--- config.mk ---
export PLATFORM = sky130hd
export DESIGN_NAME = hazard_ctrl
export DESIGN_NICKNAME = d
export VERILOG_FILES = /design/src/rtl/hazard_pkg.sv /design/src/rtl/hazard_fwd_sel.sv /design/src/rtl/hazard_ctrl.sv
export SDC_FILE = /design/constraint.sdc
export NUM_CORES = 1
export LEC_CHECK = 0
export BUFFER_PORTS_ARGS = -buffer_cell sky130_fd_sc_hd__clkbuf_2
export CAP_MARGIN = 25
export CORE_MARGIN = 1
export CORE_UTILIZATION = 50
export CTS_CLUSTER_SIZE = 12
export DETAILED_ROUTE_END_ITERATION = 8
export GPL_TIMING_DRIVEN = 0
export PLACE_DENSITY_LB_ADDON = 0.3
export SETUP_SLACK_MARGIN = 0.2
export SLEW_MARGIN = 40
export SYNTH_ARGS = -nofsm -noshare
export SYNTH_HDL_FRONTEND = slang
export SYNTH_SLANG_ARGS = --single-unit
--- constraint.sdc ---
create_clock -name clk -period 2.95 [get_ports clk]
set_input_delay 0.885 -clock clk [delete_from_list [all_inputs] [get_ports clk]]
set_output_delay 0.885 -clock clk [all_outputs]
set_load 0.05 [all_outputs]
--- src/rtl/hazard_pkg.sv ---
// Shared types and constants for the pipeline hazard controller.
// Operand-mux selects, FSM states and the shadow-stage control record.
package hazard_pkg;

  // Width of a register address; the top-level RB parameter must match it.
  localparam int unsigned REG_W = 4;

  localparam logic [REG_W-1:0] PC_REG = 4'd15;

  typedef enum logic [1:0] {
    FWD_RF = 2'b00,
    FWD_W  = 2'b01,
    FWD_M  = 2'b10
  } fwd_sel_t;

  typedef enum logic {
    IDLE,
    BUSY
  } hz_state_t;

  typedef struct packed {
    logic [REG_W-1:0] dst;
    logic             rw;
    logic             m2r;
    logic             mc;
  } stage_ctl_t;

endpackage

--- src/rtl/hazard_fwd_sel.sv ---
// Forwarding compare for one Execute operand.
// The M stage has priority over W, and R15 is never forwarded.
module hazard_fwd_sel
  import hazard_pkg::*;
#(
  parameter int unsigned RB = 4
) (
  input  logic [RB-1:0] ra_i,
  input  logic          ra_vld_i,
  input  logic [RB-1:0] dst_m_i,
  input  logic          rw_m_i,
  input  logic [RB-1:0] dst_w_i,
  input  logic          rw_w_i,
  output fwd_sel_t      sel_o
);

  logic hit_m, hit_w;

  always_comb begin
    hit_m = ra_vld_i && rw_m_i && (dst_m_i == ra_i) && (dst_m_i != RB'(PC_REG));
    hit_w = ra_vld_i && rw_w_i && (dst_w_i == ra_i) && (dst_w_i != RB'(PC_REG));
    sel_o = FWD_RF;
    if (hit_w) sel_o = FWD_W;
    if (hit_m) sel_o = FWD_M;
  end

endmodule

--- src/rtl/hazard_ctrl.sv ---
// Hazard controller for the five-stage core: shadow E/M/W control bits, operand
// forwarding, load-use stalls, branch flushes and a multicycle-op hold FSM.
module hazard_ctrl
  import hazard_pkg::*;
#(
  parameter int unsigned MUL_LAT = 4,
  parameter int unsigned RB      = REG_W
) (
  input  logic          clk,
  input  logic          reset,
  input  logic [RB-1:0] Ra1D,
  input  logic [RB-1:0] Ra2D,
  input  logic          Use1D,
  input  logic          Use2D,
  input  logic [RB-1:0] WriteAddrD,
  input  logic          RegWriteD,
  input  logic          MemtoRegD,
  input  logic          MultiD,
  input  logic          BranchTakenE,
  output logic [1:0]    ForwardAE,
  output logic [1:0]    ForwardBE,
  output logic          StallF,
  output logic          StallD,
  output logic          StallE,
  output logic          FlushD,
  output logic          FlushE,
  output logic          FlushM
);

  localparam logic [3:0] CntLast = 4'(MUL_LAT - 1);

  stage_ctl_t    e_q;
  logic [RB-1:0] ra1_e_q, ra2_e_q;
  logic          ra1_vld_e_q, ra2_vld_e_q;
  logic [RB-1:0] dst_m_q, dst_w_q;
  logic          rw_m_q, rw_w_q;

  hz_state_t  state_q, state_d;
  logic [3:0] cnt_q, cnt_d;

  logic     ld_stall, busy;
  fwd_sel_t sel_a, sel_b;

  hazard_fwd_sel #(.RB(RB)) u_fwd_a (
    .ra_i    (ra1_e_q),
    .ra_vld_i(ra1_vld_e_q),
    .dst_m_i (dst_m_q),
    .rw_m_i  (rw_m_q),
    .dst_w_i (dst_w_q),
    .rw_w_i  (rw_w_q),
    .sel_o   (sel_a)
  );

  hazard_fwd_sel #(.RB(RB)) u_fwd_b (
    .ra_i    (ra2_e_q),
    .ra_vld_i(ra2_vld_e_q),
    .dst_m_i (dst_m_q),
    .rw_m_i  (rw_m_q),
    .dst_w_i (dst_w_q),
    .rw_w_i  (rw_w_q),
    .sel_o   (sel_b)
  );

  assign ld_stall = e_q.rw && e_q.m2r &&
                    ((Use1D && (Ra1D == e_q.dst)) || (Use2D && (Ra2D == e_q.dst)));

  // Last BUSY cycle is not busy: the op leaves E at the end of it.
  assign busy = ((state_q == IDLE) && e_q.mc) || ((state_q == BUSY) && (cnt_q < CntLast));

  always_comb begin
    ForwardAE = sel_a;
    ForwardBE = sel_b;
    StallF    = 1'b0;
    StallD    = 1'b0;
    StallE    = 1'b0;
    FlushD    = 1'b0;
    FlushE    = 1'b0;
    FlushM    = 1'b0;
    state_d   = state_q;
    cnt_d     = cnt_q;
    if (reset) begin
      ForwardAE = FWD_RF;
      ForwardBE = FWD_RF;
      FlushD    = 1'b1;
      FlushE    = 1'b1;
      FlushM    = 1'b1;
      state_d   = IDLE;
      cnt_d     = 4'd0;
    end else if (BranchTakenE) begin
      FlushD  = 1'b1;
      FlushE  = 1'b1;
      state_d = IDLE;
      cnt_d   = 4'd0;
    end else begin
      if (busy) begin
        StallF = 1'b1;
        StallD = 1'b1;
        StallE = 1'b1;
        FlushM = 1'b1;
      end else if (ld_stall) begin
        StallF = 1'b1;
        StallD = 1'b1;
        FlushE = 1'b1;
      end
      unique case (state_q)
        IDLE: begin
          if (e_q.mc) begin
            state_d = BUSY;
            cnt_d   = 4'd1;
          end
        end
        BUSY: begin
          if (cnt_q == CntLast) begin
            state_d = IDLE;
            cnt_d   = 4'd0;
          end else begin
            cnt_d = cnt_q + 4'd1;
          end
        end
      endcase
    end
  end

  always_ff @(posedge clk) begin
    if (reset) begin
      state_q <= IDLE;
      cnt_q   <= 4'd0;
    end else begin
      state_q <= state_d;
      cnt_q   <= cnt_d;
    end
  end

  always_ff @(posedge clk) begin
    if (reset) begin
      e_q         <= '0;
      ra1_e_q     <= '0;
      ra2_e_q     <= '0;
      ra1_vld_e_q <= 1'b0;
      ra2_vld_e_q <= 1'b0;
      dst_m_q     <= '0;
      rw_m_q      <= 1'b0;
      dst_w_q     <= '0;
      rw_w_q      <= 1'b0;
    end else begin
      if (FlushE) begin
        e_q         <= '0;
        ra1_e_q     <= '0;
        ra2_e_q     <= '0;
        ra1_vld_e_q <= 1'b0;
        ra2_vld_e_q <= 1'b0;
      end else if (!StallE) begin
        e_q.dst     <= WriteAddrD;
        e_q.rw      <= RegWriteD;
        e_q.m2r     <= MemtoRegD;
        e_q.mc      <= MultiD;
        ra1_e_q     <= Use1D ? Ra1D : '0;
        ra2_e_q     <= Use2D ? Ra2D : '0;
        ra1_vld_e_q <= Use1D;
        ra2_vld_e_q <= Use2D;
      end
      if (FlushM) begin
        dst_m_q <= '0;
        rw_m_q  <= 1'b0;
      end else begin
        dst_m_q <= e_q.dst;
        rw_m_q  <= e_q.rw;
      end
      dst_w_q <= dst_m_q;
      rw_w_q  <= rw_m_q;
    end
  end

endmodule

* Yosys cells after proc, flatten, opt, wreduce, memory -nomap -nowiden
Index checks and enable logic that the tools add are counted.
** Storage, ports and cells
- Flip-flop bits (word level) :: 32
- Bits of input ports :: 20
- Logic and storage cells :: 77
** Cells by class
- Reductions and logical operators :: 23
- Mux-type cells :: 27
- $add $sub $neg :: 1
- Bitwise operators :: 1
- Eq/ne operators :: 10
- $lt $le $gt $ge :: 1
** Operators by type and width (count)
- equality test 4 bit :: 6
- logical AND 1 bit :: 18
- 2-to-1 mux 1 bit :: 17
- 2-to-1 mux 4 bit :: 4
- 2-to-1 mux 2 bit :: 4
- != test 4 bit, second input constant :: 2
- one-hot mux 4 bit (2 select lines) :: 1
- OR reduction 2 bit :: 3
- adder 4 x 1 -> 4 bit, second input constant :: 1
- equality test 4 x 2 -> 1 bit, second input constant :: 1
- < comparator 4 x 2 -> 1 bit, second input constant :: 1
- logical OR 1 bit :: 2
- != test 2 bit, second input constant :: 1
- one-hot mux 1 bit (2 select lines) :: 1
- inverter 1 bit :: 1

* Longest topological paths before layout
- Depth in word-level cells :: 9
- Mapped depth :: 6
- Gate-level depth less buffers :: 6

* Hierarchy
A second synthesis with hierarchy kept.
** Second synthesis, totals
- Cell total of the unflattened synthesis :: 150
- Area, all modules :: 1529.0 sq um
** By module, submodules not included
- hazard_ctrl :: times used 1, cells each 114, area each 1256.2 sq um, sequential area each 640.6 sq um
- hazard_fwd_sel :: times used 2, cells each 18, area each 136.4 sq um, sequential area each 0.0 sq um

* Worst setup path before layout
OpenSTA, ideal clock, no wires.
- Path type :: input port to output port
- From :: in reset
- To :: out ForwardAE[0]
- Setup slack :: -711 ps
- Arrival :: 2776 ps
- Data required time :: 2065 ps
- Cell stages on the path :: 3
- Path through :: buf_2 -> nand3b_1 -> nor4_1
** On the way
- Longest elaborated chain between the ends :: 1
** Ends and longest elaborated chain
- start, declared :: RTL line hazard_ctrl.sv:10 : input logic reset,
- 2-to-1 mux 2 bit :: RTL line hazard_ctrl.sv:81 : if (reset) begin
- end, declared :: RTL line hazard_ctrl.sv:20 : output logic [1:0] ForwardAE,
No other way between the ends.

* Final worst setup path
- From :: in Ra2D[2]
- To :: out StallF
** On the way
- Longest elaborated chain between the ends :: 8
** Ends and longest elaborated chain
- start, declared :: RTL line hazard_ctrl.sv:12 : input logic [RB-1:0] Ra2D,
- equality test 4 bit :: RTL line hazard_ctrl.sv:65 : ((Use1D && (Ra1D == e_q.dst)) || (Use2D && (Ra2D == e_q.dst)));
- logical AND 1 bit :: RTL line hazard_ctrl.sv:65
- logical OR 1 bit :: RTL line hazard_ctrl.sv:65
- logical AND 1 bit :: RTL line hazard_ctrl.sv:64 : assign ld_stall = e_q.rw && e_q.m2r &&
- 2-to-1 mux 1 bit :: RTL line hazard_ctrl.sv:100 : end else if (ld_stall) begin
- 2-to-1 mux 1 bit :: RTL line hazard_ctrl.sv:95 : if (busy) begin
- 2-to-1 mux 1 bit :: RTL line hazard_ctrl.sv:89 : end else if (BranchTakenE) begin
- 2-to-1 mux 1 bit :: RTL line hazard_ctrl.sv:81
- end, declared :: RTL line hazard_ctrl.sv:22 : output logic StallF,
No other way between the ends.

==> run_results.csv <==
group,metric,value,unit
run_status,status,"finished, violations left",
run_status,violations,"design-rule violations, negative setup slack",
critical_path,critPathCaptureType,"output port",
yosys,ys_async_sr_fraction,0,%
die,io_pins,30,
route,first_pass_iters,6,
critical_path,path_class,"in -> out",
critical_path,critPathLaunchType,"input pin",
route,post_drt_wl_per_cell,17.2,um
sta,slew_headroom,70.7,%
hold_path,hold_path_class,"reg -> reg",
grt,antenna_found_initial,0,
route,vias_per_cell,5.93,
grt,grtUsageTotal,25.6,%
critical_path,cp_top_family,"simple AND/OR/NAND/NOR gates",
power_and_ir_drop,power_density,415,mW/mm^2
clocking,path_clk_slew,100,ps
critical_path,critPathMaxFanout,3,
power_and_ir_drop,peakVddDrop,0.337,mV
power_and_ir_drop,p_leak,0.000784,uW
die,core,0.00281,sq mm
sta,finalHoldViolCount,0,
placement,place_area,0.00180,sq mm
die,row_count,19,
yosys,synth_area,0.00152,sq mm
finish,drive_above_1_share,37.6,%
critical_path,crit_path_max_incr_delay,340,ps
route,wl,4210,um
yosys,synth_area_leader_cell,"dfxtp_1",
critical_path,arrival,2080,ps
route,drcViolationCount,3,
yosys,ys.flop_type,"dfxtp_1",
yosys,synth_area_leaders,"dfxtp_1 (42%), xnor2_1 (10%), nand3_1 (4.9%)",
die,die_w,57.1,um
yosys,synth_nets,186,
finish,syn_to_final_growth,38.6,%
placement,dpl_worst_slack,-332,ps
clocking,htreeDepth,2,
sta,min_period,2960,ps
clocking,clock_path_buffers,2,
sta,finalCritPeriodShare,100,%
yosys,synth_enable_flop_cells,0,
grt,grt_first_pass_wirelength,6330,um
sta,skew,9.58,ps
die,dieArea,0.00326,sq mm
finish,antennaDiodeCount,0,
grt,grt-ovfl-total,0,
sta,rsz0062_at_grt,"true",
die,initial_core_util,54.1,%
yosys,syn_area_per_cell,9.20,sq um
sta,setup_viol,1,
sta,fmax,0.337,GHz
finish,design_area,0.00210,sq mm
flow_run,cap_violations,0,
power_and_ir_drop,total_power,872,uW
clocking,cts_root_buf,"clkbuf_4",
clocking,clock-sinks,32,
clocking,cts_tree,"done",
critical_path,cp_slowest_cell,"nor4_4",
route,drt-initial-drc-count,48,
grt,grt_max_degree,11,
finish,nets,233,
placement,finalWeightedCongestion,0.823,
sta,tightest_slew,437,ps
yosys,yosys_warnings,0,
critical_path,reg2reg_slack,1110,ps
yosys,seq_area_frac_synth,42.2,%
yosys,synth_seq_cells,32,
route,drt.antenna.violating_nets,0,
clocking,worst_skew_pair.late_latency,350,ps
finish,fill_cells,191,
clocking,cts_buffers,5,
critical_path,path_cells,"buf_4 -> xor2_2 -> nor4_4 -> or2_4 -> o21a_4 -> buf_8 -> clkbuf_16",
yosys,netlist_instances,165,
finish,layoutNonFillerInstCount,244,
sta,drv_slew,0,
critical_path,cp_data_required_time,2070,ps
sta,fin_ws,-14.4,ps
yosys,synth_top_cell_area_share,42.2,%
placement,dp.cells,224,
placement,place_hpwl,2700,um
yosys,synth_cell_types,33,
critical_path,worstPathBufferInverterCount,3,
die,die_h,57.1,um
route,vias,1448,
placement,io_buffers,28,
grt,grt_pass1_vias,1375,
[synth_stat cells (all sizes together), types with 2 or more instances]
cell / count
dfxtp: 32
xnor2: 18
nand2: 17
nand3: 15
a211oi: 9
a22o: 7
nor2: 7
nor3: 7
nor4: 7
nor2b: 6
xor2: 6
and2: 5
buf: 5
nand4: 4
o21ai: 4
a21oi: 3
inv: 3
o21a: 2
[where the power goes]
part | internal, uW | leakage, uW | switching [uW] | total, uW
logic | 60.2 | 0.000485 | 81.1 | 141
registers | 444 | 0.000261 | 17.9 | 462
clock network | 113 | 0.0000380 | 155 | 268
[logic make-up after synthesis]
family / after synthesis / synth area share (%)
AND/OR/NAND/NOR: 72 / 26.2
flip-flops: 32 / 42.2
AO/OA/AOI/OAI: 26 / 12.4
XOR/XNOR: 24 / 13.8
buffers and inverters: 9 / 3.05
multiplexers: 1 / 1.48
adder cells (fa/ha/maj): 1 / 0.824
[worst paths after layout]
check | start | end | cells past startpoint
setup reg to reg | cnt_q[0] | ra2_e_q[3] | 7
hold reg to reg | rw_m_q | rw_w_q | 1
setup / recovery | Ra2D[2] | StallF | 7
hold / removal | rw_m_q | rw_w_q | 1
[area by class of cell]
type / count / area [sq um] / share of cell area (%)
plain buffers: 6 / 50.0 / 2.38
clock buffers: 6 / 51.3 / 2.44
clock inverters: 2 / 10.0 / 0.476
inverters: 3 / 13.8 / 0.654
multi-input cells: 124 / 1000 / 47.7
flip-flops and latches: 32 / 646 / 30.7
well taps: 31 / 38.8 / 1.84
repair buffers: 40 / 290 / 13.8
[flip-flops by register name (all words and copies together) (netlist names)]
name,count
cnt_q,4
dst_m_q,4
dst_w_q,4
e_q,7
ra1_e_q,4
ra1_vld_e_q,1
ra2_e_q,4
ra2_vld_e_q,1
rw_m_q,1
rw_w_q,1
state_q,1
[cell usage in the layout (no fill, tap or decap), drive strengths merged]
cell type,synthesis,routed
a21oi,3,3
dfxtp,32,32
and2,5,5
o21a,2,2
nor3,7,7
a41oi,1,1
nor2b,6,6
nand3,15,15
a22o,7,7
nand4,4,4
xor2,6,6
inv,3,3
clkbuf,1,32
nand3b,1,1
a211oi,9,9
clkinv,0,2
nor3b,1,1
buf,5,20
o21ai,4,4
nor4,7,7
nor2,7,7
xnor2,18,18
ha,1,1
nand2b,1,1
nand2,17,17
or2,1,1
mux2i,1,1
[metrics by stage]
step                      hold slack [ps]  setup TNS [ps]  util (%)
after floorplan                       438           -20.4         -
after global placement                472            -765      64.2
after detailed placement              475            -920      64.2
after CTS                             494            -153      70.8
after global routing                  507            -121      75.0
final                                 504           -14.4      75.0
[routing by layer]
layer,GRT usage (%),routed length (um),share of wire [%]
met5,0,0,0
met4,12.9,96,2.3
met3,7.71,256,6.1
met2,43.4,2170,52
met1,29.3,1680,40
[what timing repair did]
item	CTS	global route
setup endpoints to repair	7	7
gates resized for setup	15	23
cloned	0	0
hold buffers	0	0
pin swaps	7	4
buffers inserted	7	5
No activity file was read; power rests on OpenSTA's default activity.
